### src/rtl/mdu_hilo_iter.sv
// Iterative radix-2 multiply/divide unit that owns the HI/LO register pair.
// One shift-add (MUL) or restoring shift-subtract (DIV) step per cycle, then a sign-fix cycle.
module mdu_hilo_iter #(
    parameter int WIDTH = 32
) (
    input  logic             clk,
    input  logic             rst,
    input  logic             start,
    input  logic [2:0]       op,
    input  logic [WIDTH-1:0] a,
    input  logic [WIDTH-1:0] b,
    input  logic             cancel,
    output logic             busy,
    output logic             done,
    output logic             div_by_zero,
    output logic [WIDTH-1:0] hi,
    output logic [WIDTH-1:0] lo
);

    localparam int CNT_W = $clog2(WIDTH) + 1;

    typedef enum logic [1:0] {
        S_IDLE = 2'd0,
        S_RUN  = 2'd1,
        S_FIX  = 2'd2
    } state_t;

    state_t state_reg, state_next;

    logic [CNT_W-1:0]   cnt_reg;
    logic [2*WIDTH-1:0] acc_reg;
    logic [WIDTH-1:0]   mcand_reg;
    logic [WIDTH-1:0]   a_raw_reg;
    logic               is_div_reg;
    logic               neg_q_reg;
    logic               neg_r_reg;
    logic               b_zero_reg;
    logic [WIDTH-1:0]   hi_reg;
    logic [WIDTH-1:0]   lo_reg;
    logic               done_reg;
    logic               dbz_reg;

    // Opcode decode
    logic op_is_mul, op_is_div, op_is_mthi, op_is_mtlo, op_signed;
    logic accept, accept_md;

    assign op_is_mul  = (op[2:1] == 2'b00);
    assign op_is_div  = (op[2:1] == 2'b01);
    assign op_is_mthi = (op == 3'b100);
    assign op_is_mtlo = (op == 3'b101);
    assign op_signed  = ~op[0];
    assign accept     = start && (state_reg == S_IDLE);
    assign accept_md  = accept && (op_is_mul || op_is_div);

    // Operand magnitudes; unsigned ops pass raw values through
    logic             a_neg, b_neg;
    logic [WIDTH-1:0] a_mag, b_mag;

    assign a_neg = op_signed && a[WIDTH-1];
    assign b_neg = op_signed && b[WIDTH-1];
    assign a_mag = a_neg ? -a : a;
    assign b_mag = b_neg ? -b : b;

    // Multiply step: add multiplicand into the upper half when the multiplier LSB is set, shift right
    logic [WIDTH-1:0]   mul_addend;
    logic [WIDTH:0]     mul_sum;
    logic [2*WIDTH-1:0] mul_step;

    assign mul_addend = acc_reg[0] ? mcand_reg : {WIDTH{1'b0}};
    assign mul_sum    = {1'b0, acc_reg[2*WIDTH-1:WIDTH]} + {1'b0, mul_addend};
    assign mul_step   = {mul_sum, acc_reg[WIDTH-1:1]};

    // Divide step: acc = {remainder, dividend/quotient}; quotient bits enter at the LSB
    logic [WIDTH:0]     div_shift;
    logic [WIDTH:0]     div_diff;
    logic               div_ge;
    logic [WIDTH-1:0]   div_rem_next;
    logic [2*WIDTH-1:0] div_step;

    assign div_shift    = {acc_reg[2*WIDTH-1:WIDTH], acc_reg[WIDTH-1]};
    assign div_diff     = div_shift - {1'b0, mcand_reg};
    assign div_ge       = ~div_diff[WIDTH];
    assign div_rem_next = div_ge ? div_diff[WIDTH-1:0] : div_shift[WIDTH-1:0];
    assign div_step     = {div_rem_next, acc_reg[WIDTH-2:0], div_ge};

    // Sign-corrected results
    logic [2*WIDTH-1:0] prod_fix;
    logic [WIDTH-1:0]   quo_fix, rem_fix;

    assign prod_fix = neg_q_reg ? -acc_reg : acc_reg;
    assign quo_fix  = neg_q_reg ? -acc_reg[WIDTH-1:0] : acc_reg[WIDTH-1:0];
    assign rem_fix  = neg_r_reg ? -acc_reg[2*WIDTH-1:WIDTH] : acc_reg[2*WIDTH-1:WIDTH];

    // State register
    always_ff @(posedge clk or posedge rst) begin
        if (rst) begin
            state_reg <= S_IDLE;
        end else begin
            state_reg <= state_next;
        end
    end

    // Next-state logic; cancel wins over every non-idle transition
    always_comb begin
        state_next = state_reg;
        case (state_reg)
            S_IDLE: begin
                if (accept_md) begin
                    state_next = S_RUN;
                end
            end
            S_RUN: begin
                if (cancel) begin
                    state_next = S_IDLE;
                end else if (cnt_reg == CNT_W'(1)) begin
                    state_next = S_FIX;
                end
            end
            S_FIX: begin
                state_next = S_IDLE;
            end
            default: begin
                state_next = S_IDLE;
            end
        endcase
    end

    // State-decoded controls
    logic step_en, fix_en;

    always_comb begin
        busy    = 1'b0;
        step_en = 1'b0;
        fix_en  = 1'b0;
        case (state_reg)
            S_RUN: begin
                busy    = 1'b1;
                step_en = ~cancel;
            end
            S_FIX: begin
                busy   = 1'b1;
                fix_en = ~cancel;
            end
            default: begin
                busy = 1'b0;
            end
        endcase
    end

    // Datapath and HI/LO
    always_ff @(posedge clk or posedge rst) begin
        if (rst) begin
            cnt_reg    <= '0;
            acc_reg    <= '0;
            mcand_reg  <= '0;
            a_raw_reg  <= '0;
            is_div_reg <= 1'b0;
            neg_q_reg  <= 1'b0;
            neg_r_reg  <= 1'b0;
            b_zero_reg <= 1'b0;
            hi_reg     <= '0;
            lo_reg     <= '0;
            done_reg   <= 1'b0;
            dbz_reg    <= 1'b0;
        end else begin
            done_reg <= 1'b0;

            if (accept && op_is_mthi) begin
                hi_reg <= a;
            end
            if (accept && op_is_mtlo) begin
                lo_reg <= a;
            end

            if (accept_md) begin
                is_div_reg <= op_is_div;
                mcand_reg  <= op_is_div ? b_mag : a_mag;
                acc_reg    <= {{WIDTH{1'b0}}, (op_is_div ? a_mag : b_mag)};
                neg_q_reg  <= a_neg ^ b_neg;
                neg_r_reg  <= a_neg;
                b_zero_reg <= (b == {WIDTH{1'b0}});
                a_raw_reg  <= a;
                cnt_reg    <= CNT_W'(WIDTH);
                dbz_reg    <= 1'b0;
            end

            if (step_en) begin
                acc_reg <= is_div_reg ? div_step : mul_step;
                cnt_reg <= cnt_reg - CNT_W'(1);
            end

            if (fix_en) begin
                done_reg <= 1'b1;
                if (!is_div_reg) begin
                    {hi_reg, lo_reg} <= prod_fix;
                end else if (b_zero_reg) begin
                    // Divide by zero: architecturally defined result, no sign fixup
                    lo_reg  <= {WIDTH{1'b1}};
                    hi_reg  <= a_raw_reg;
                    dbz_reg <= 1'b1;
                end else begin
                    lo_reg <= quo_fix;
                    hi_reg <= rem_fix;
                end
            end

            if (cancel && busy) begin
                cnt_reg <= '0;
            end
        end
    end

    assign done        = done_reg;
    assign div_by_zero = dbz_reg;
    assign hi          = hi_reg;
    assign lo          = lo_reg;

endmodule

### config.mk
export PLATFORM = sky130hd
export DESIGN_NAME = mdu_hilo_iter
export DESIGN_NICKNAME = d
export VERILOG_FILES = /design/src/rtl/mdu_hilo_iter.sv
export SDC_FILE = /design/constraint.sdc
export NUM_CORES = 1
export LEC_CHECK = 0
export CAP_MARGIN = 20
export CORE_MARGIN = 8
export CORE_UTILIZATION = 60
export DETAILED_ROUTE_END_ITERATION = 10
export HOLD_SLACK_MARGIN = 0.08
export PLACE_DENSITY = 0.85
export REMOVE_ABC_BUFFERS = 1
export SLEW_MARGIN = 20
export SYNTH_ARGS = -nofsm -noshare
export SYNTH_HDL_FRONTEND = slang
export SYNTH_SLANG_ARGS = --single-unit
### constraint.sdc
create_clock -name clk -period 7.8 [get_ports clk]
set_clock_uncertainty 0.15 [all_clocks]
set_input_delay 1.56 -clock clk [delete_from_list [all_inputs] [get_ports clk]]
set_output_delay 1.56 -clock clk [all_outputs]
set_load 0.1 [all_outputs]
# After elaboration in Yosys (flattened, before gate mapping)

Cells that the tools add are included.

Output and inout port bits: 67
Register bits after elaboration: 206
Bits of input ports: 71

$add $sub $neg: 8
Reduce and logical (&&, ||, !) cells: 17
Bitwise operators: 4
Muxes and demuxes: 35
Eq/ne operators: 8

Operators with widths:

| cell                  | count |
|---|---|
| $mux W32              | 16 |
| $mux W64              | 4 |
| $neg A32 Y32          | 4 |
| $neg A64 Y64          | 1 |
| $add A32 B32 Y33      | 1 |
| $sub A33 B32 Y33      | 1 |
| $logic_not A32 Y1     | 1 |
| $mux W6               | 3 |
| $mux W1               | 8 |
| $logic_and A1 B1 Y1   | 7 |
| $eq A3 B3 Y1 const B  | 2 |
| $eq A6 B1 Y1 const B  | 1 |
| $mux W2               | 3 |
| $reduce_bool A2 Y1    | 3 |
| $sub A6 B1 Y6 const B | 1 |
| $eq A2 B1 Y1 const B  | 2 |
| $logic_not A2 Y1      | 2 |
| $pmux W2 S2           | 1 |
| $ne A3 B3 Y1 const B  | 1 |
| $not A1 Y1            | 3 |
| $reduce_bool A3 Y1    | 1 |
| $eq A2 B2 Y1 const B  | 1 |
| $ne A2 B2 Y1 const B  | 1 |
| $reduce_and A2 Y1     | 1 |
| other kinds (3)       | 3 |

# Logic depth before layout (Yosys ltp)

Depth after elaboration: 7
Mapped depth: 14
Mapped depth without buffers: 13

# Least setup slack after synthesis

Ideal clock, no wire load.

Path kind: input -> register
Start: in a[1]
End: reg acc_reg[26]
Arrival time: 3979 ps
Data required time: 7573 ps
Buffers on the path: 0
Cell stages on the path: 11
Library setup time: 77 ps
Setup slack: 3594 ps
Cells stage by stage: inv_1 > ha_1 > or3b_2 > nor4_1 > nand3_1 > o41ai_1 > xnor2_1 > nor2_1 > a211oi_1 > a211oi_1 > a21oi_1

Longest elaborated chain between the ends: 5

RTL lines:

| what                 | RTL line | source |
|---|---|---|
| from (decl)          | 10       | `input logic [WIDTH-1:0] a,` |
| $neg A32 Y32         | 61       | `assign a_mag = a_neg ? -a : a;` |
| $mux W32             | 61       |  |
| $mux W32             | 178      | `acc_reg <= {{WIDTH{1'b0}}, (op_is_div ? a_mag : b_mag)};` |
| $mux W64             | 175      | `if (accept_md) begin` |
| $mux W64             | 187      | `if (step_en) begin` |
| to (signal assigned) | 178      |  |
| to (signal assigned) | 188      | `acc_reg <= is_div_reg ? div_step : mul_step;` |
| to (decl)            | 31       | `logic [2*WIDTH-1:0] acc_reg;` |

No other way between the ends. The select of a mux whose other input is x is not followed.
A chain may end at the register's enable or synchronous reset.

# Worst setup path after layout

Start: in b[3]
End: reg acc_reg[28]

Longest elaborated chain between the ends: 5

RTL lines:

| what         | RTL line | source |
|---|---|---|
| from (decl)  | 11       | `input logic [WIDTH-1:0] b,` |
| $neg A32 Y32 | 62       | `assign b_mag = b_neg ? -b : b;` |
| $mux W32     | 62       |  |
| $mux W32     | 178      |  |
| $mux W64     | 175      |  |
| $mux W64     | 187      |  |

No other way between the ends. The select of a mux whose other input is x is not followed.

==> results.md <==
Synthesis:
- The gate count of the mapped netlist is 2,107.
- The post-synthesis cell type count is between 70 and 80.
- Of the synthesized area, sequential elements account for 30.8%.
- The synthesized design devotes to its leading area cell type between 30% and 40% of total area.
- The most instantiated flip-flop cell in the synthesis netlist is sky130_fd_sc_hd__dfrtp_1.
- In the post-synthesis netlist, the biggest area contributors are sky130_fd_sc_hd__dfrtp_1, sky130_fd_sc_hd__nand2_1, sky130_fd_sc_hd__ha_1.
- The largest area contributor in the netlist is sky130_fd_sc_hd__dfrtp_1.
- The warning count from the yosys run is 0.
- In the synthesized netlist the async set-or-reset flop fraction comes to 100%.
- The number of storage elements in the synthesis netlist is 206.
- The total standard cell area after synthesis is 16,800 sq um.
- Yosys mapped a number of flops with a built-in enable equal to 0.
- The average cell area after synthesis is between 7 and 8 sq um.

Detailed routing:
- After detailed routing, the number of vias per cell comes to slightly below 7.
- The DRC violations left is 0.
- The length of the first detailed-routing pass in iterations is 6.
- After the first detailed-routing iteration, the DRC count stood at 2,421.
- The final layout contains routed wiring with a total length of between 50,000 and 60,000 microns.
- The via count is 17,400.
- Dividing the detail-routed wire length by the instance count gives around 23 microns.
- The post-route antenna net violation count is 0.

Floorplan:
- The floorplan step set the die height to 183 microns.
- The core area is 27,600 sq um.
- The width of the die is ~180 microns.
- The number of rows in the core area is 61.
- The die covers 33,500 sq um.
- Pin placement for this block handled around 140 I/O pins.
- The effective utilization at floorplan is 60.6%.

Worst setup path:
- The setup path with the least slack is of type in -> reg.
- The maximum fanout along the worst path is 5.
- STA classifies the critical path startpoint as a primary input.
- STA puts the critical path data arrival time at slightly above 5000 ps.
- For the worst setup path, the data required time is roughly 8100 ps.
- The kind of end point of the critical path is a register.

Min path:
- The min-delay analysis places its worst path in the category reg -> reg.

Layout:
- The number of inserted filler cells in the final layout is 2,252.
- The antenna diode count is 0.
- The register with the most flip-flops in the layout has 64 of them.
- The proportion of layout cells with a drive suffix above 1 is 4.55%.
- The area growth from synthesis to layout is 14.1%.
- The net total in the final layout is ~2,300.

STA:
- Setup slack on the critical path of the routed design comes to 2960 ps.
- The final number of max-transition violations came to 0.
- The aggregate negative setup slack is 0 ps.
- The final critical delay including setup and external delays is 4840 ps.
- The fmax is 207 MHz.
- The relative max-transition margin is 32.3%.
- The number of failing hold endpoints at the final stage is 0.
- For the pin with the worst max-slew slack, the measured transition is 1010 ps.
- Setup repair after global routing left no endpoint under its margin.
- The portion of the clock cycle consumed by the worst path in the final layout is 62.0%.
- The total setup violations reported at the end of the flow is 0.

Global routing:
- In this run the most used layer during global routing was met2.
- The via count of the first global-routing pass came to between 15,000 and 20,000.
- The global route total overflow is 0.
- The global-route wire length before repair is 92,200 microns.
- The met3 routing resource usage after global routing is 7.42%.
- The met1 global-route usage is a little over two fifths.
- The number of antenna violations at the first check in global routing is 0.
- Global routing consumed, over all layers together, 33.7% of the routing resources.
- The met2 demand-to-capacity share in global routing is between 50% and 60%.
- Entering global routing, the biggest net connects between 80 and 90 pins.

Clocking:
- In this run the number of H-tree levels came out at 1.
- The number of instances resized during post-cts repair is 0.
- The clock latency on the worst-skew pair is 550 ps.
- The post-CTS setup buffer count is 0.
- The maximum count of clock buffers along a single path is 3.
- Clock-pin slew was measured on the worst setup and hold paths at 70 ps.
- Counting every sink on the clock net gives between 200 and 250.
- In this run, CTS created clock tree buffers numbering 24.
- The number of hold buffers added after CTS was 0.
- The root cell of the clock tree is sky130_fd_sc_hd__clkbuf_16.
- TritonCTS built the clock tree.

Placed design:
- Once detailed placement completed, the half-perimeter wirelength came to 41,300 microns.
- Input and output buffers added on the ports amount to 137.
- The global placement routability congestion is 0.977.
- OpenSTA, run right after detailed placement, puts the worst setup slack at 2570 ps.

Pwr:
- Dividing total power by cell area gives a power density of 510 nW/um^2.
- The static power due to leakage is 0.00819 uW.
- The highest ir drop seen on vdd is around 0.4 mV.

Outcome:
- The flow ran to the end, and the final reports show no timing, DRC or antenna violations.

Flow run:
- The max capacitance violation total is 0.
placed cells by master (no fill, tap or decap), drive strengths merged, types with 16 or more instances in the layout:
cell             n
a21oi          146
a31oi           17
clkbuf          42
xnor2           62
o21ai          179
nor2           156
inv             79
or4             17
nand2b          18
ha              73
or3             26
a21o            26
o211ai          20
nor3            37
a22oi           54
o31ai           30
buf             30
clkdlybuf4s50  137
and3            30
nand2          302
mux2i           60
a32oi           35
xor2           103
a211oi          58
nand3           31
dfrtp          206
o41ai           16
Yosys cell counts (4+ instances only):
cell,n
sky130_fd_sc_hd__a31oi_1,17
sky130_fd_sc_hd__nand3b_1,4
sky130_fd_sc_hd__o221ai_1,10
sky130_fd_sc_hd__nor2b_1,13
sky130_fd_sc_hd__o21a_1,13
sky130_fd_sc_hd__clkbuf_1,121
sky130_fd_sc_hd__o22ai_1,10
sky130_fd_sc_hd__a21o_1,26
sky130_fd_sc_hd__or4_1,17
sky130_fd_sc_hd__o2111ai_1,6
sky130_fd_sc_hd__a22oi_1,54
sky130_fd_sc_hd__dfrtp_1,206
sky130_fd_sc_hd__a221oi_1,9
sky130_fd_sc_hd__nand3_1,31
sky130_fd_sc_hd__or2_2,7
sky130_fd_sc_hd__a221o_1,9
sky130_fd_sc_hd__nor3b_1,5
sky130_fd_sc_hd__o211ai_1,20
sky130_fd_sc_hd__and2_1,9
sky130_fd_sc_hd__nand2_1,302
sky130_fd_sc_hd__inv_1,78
sky130_fd_sc_hd__a21oi_1,146
sky130_fd_sc_hd__xor2_1,103
sky130_fd_sc_hd__nor3_1,37
sky130_fd_sc_hd__a211oi_1,58
sky130_fd_sc_hd__o41ai_1,15
sky130_fd_sc_hd__or3_1,25
sky130_fd_sc_hd__and4_1,7
sky130_fd_sc_hd__o21ai_0,176
sky130_fd_sc_hd__nand4_1,10
sky130_fd_sc_hd__buf_1,10
sky130_fd_sc_hd__a32oi_1,35
sky130_fd_sc_hd__a222oi_1,4
sky130_fd_sc_hd__mux2i_1,60
sky130_fd_sc_hd__and3_1,30
sky130_fd_sc_hd__a211o_1,4
sky130_fd_sc_hd__xnor2_1,62
sky130_fd_sc_hd__ha_1,73
sky130_fd_sc_hd__nand2b_1,18
sky130_fd_sc_hd__nor2_1,156
sky130_fd_sc_hd__o31ai_1,30
sky130_fd_sc_hd__o21bai_1,9
sky130_fd_sc_hd__buf_2,5
sky130_fd_sc_hd__nor4_1,12
where the power goes:
group	leakage, uW	internal [uW]	switching [uW]	total, uW
Sequential	0.00255	1580	704	2280
Clock	0.000385	665	475	1140
Combinational	0.00526	2170	4160	6330
Total	0.00819	4410	5340	9750
path summary, 6_finish.rpt:
path	from	slack [ps]	depth (start not counted)	to
worst min register to register	a_raw_reg[30]	330	2	a_raw_reg[30]
worst min-delay path	a_raw_reg[30]	330	2	a_raw_reg[30]
worst max-delay path	b[3]	2960	10	acc_reg[28]
min in group asynchronous	rst	1350	2	lo[6]
worst max register to register	acc_reg[31]	2980	13	acc_reg[51]
max in group asynchronous	rst	4810	3	acc_reg[56]
per-layer routing:
metal | wire, microns | up-vias
met5 | 0 | -
met4 | 2770 | 0
met3 | 6540 | 235
met2 | 26200 | 1184
met1 | 22500 | 8193
li1 | - | 7803
worst max-delay path, stage by stage:
cell	delay [ps]
sky130_fd_sc_hd__clkdlybuf4s50_1	470
sky130_fd_sc_hd__nor4_1	700
sky130_fd_sc_hd__nand2_1	280
sky130_fd_sc_hd__or4b_2	790
sky130_fd_sc_hd__nand2b_1	290
sky130_fd_sc_hd__o41ai_1	380
sky130_fd_sc_hd__xor2_1	250
sky130_fd_sc_hd__nand2_1	90
sky130_fd_sc_hd__a21oi_1	180
sky130_fd_sc_hd__o22ai_1	110
cell type report:
cell class	instances	area, sq um	share of cell area [%]
inverter	78	300	1.57
sequential	206	5160	27.0
clock inverter	2	13.8	0.0720
timing repair buffer	167	1600	8.37
multi-input combinational	1683	10800	56.5
tap	378	473	2.47
clock buffer	42	769	4.03
metrics by stage:
| step | hold slack [ps] | total power (uW) | area [sq um] | instances | utilization, % |
|---|---|---|---|---|---|
| finish | 331 | 9750 | 19100 | 2556 | 69.2 |
| global route | 357 | 10300 | 19100 | 2556 | 69.2 |
| global placement | 303 | 8230 | 18300 | 2511 | 66.3 |
| CTS | 330 | 9580 | 19100 | 2555 | 69.1 |
| detailed placement | 315 | 8400 | 18300 | 2511 | 66.3 |
| floorplan | 290 | 6780 | 16200 | 1967 | - |
cells by family (layout without fill, tap and decap cells):
group           count (synthesis)  count (layout)  share of synthesized area (%)
buf+inv                       218             289                           5.03
fa+ha+maj                      75              75                           5.69
compound gates                685             685                           26.9
mux                            63              63                           3.79
xor+xnor                      165             165                           8.63
simple gates                  695             695                           19.2
flops                         206             206                           30.8
(Power assumes the default switching activity.)
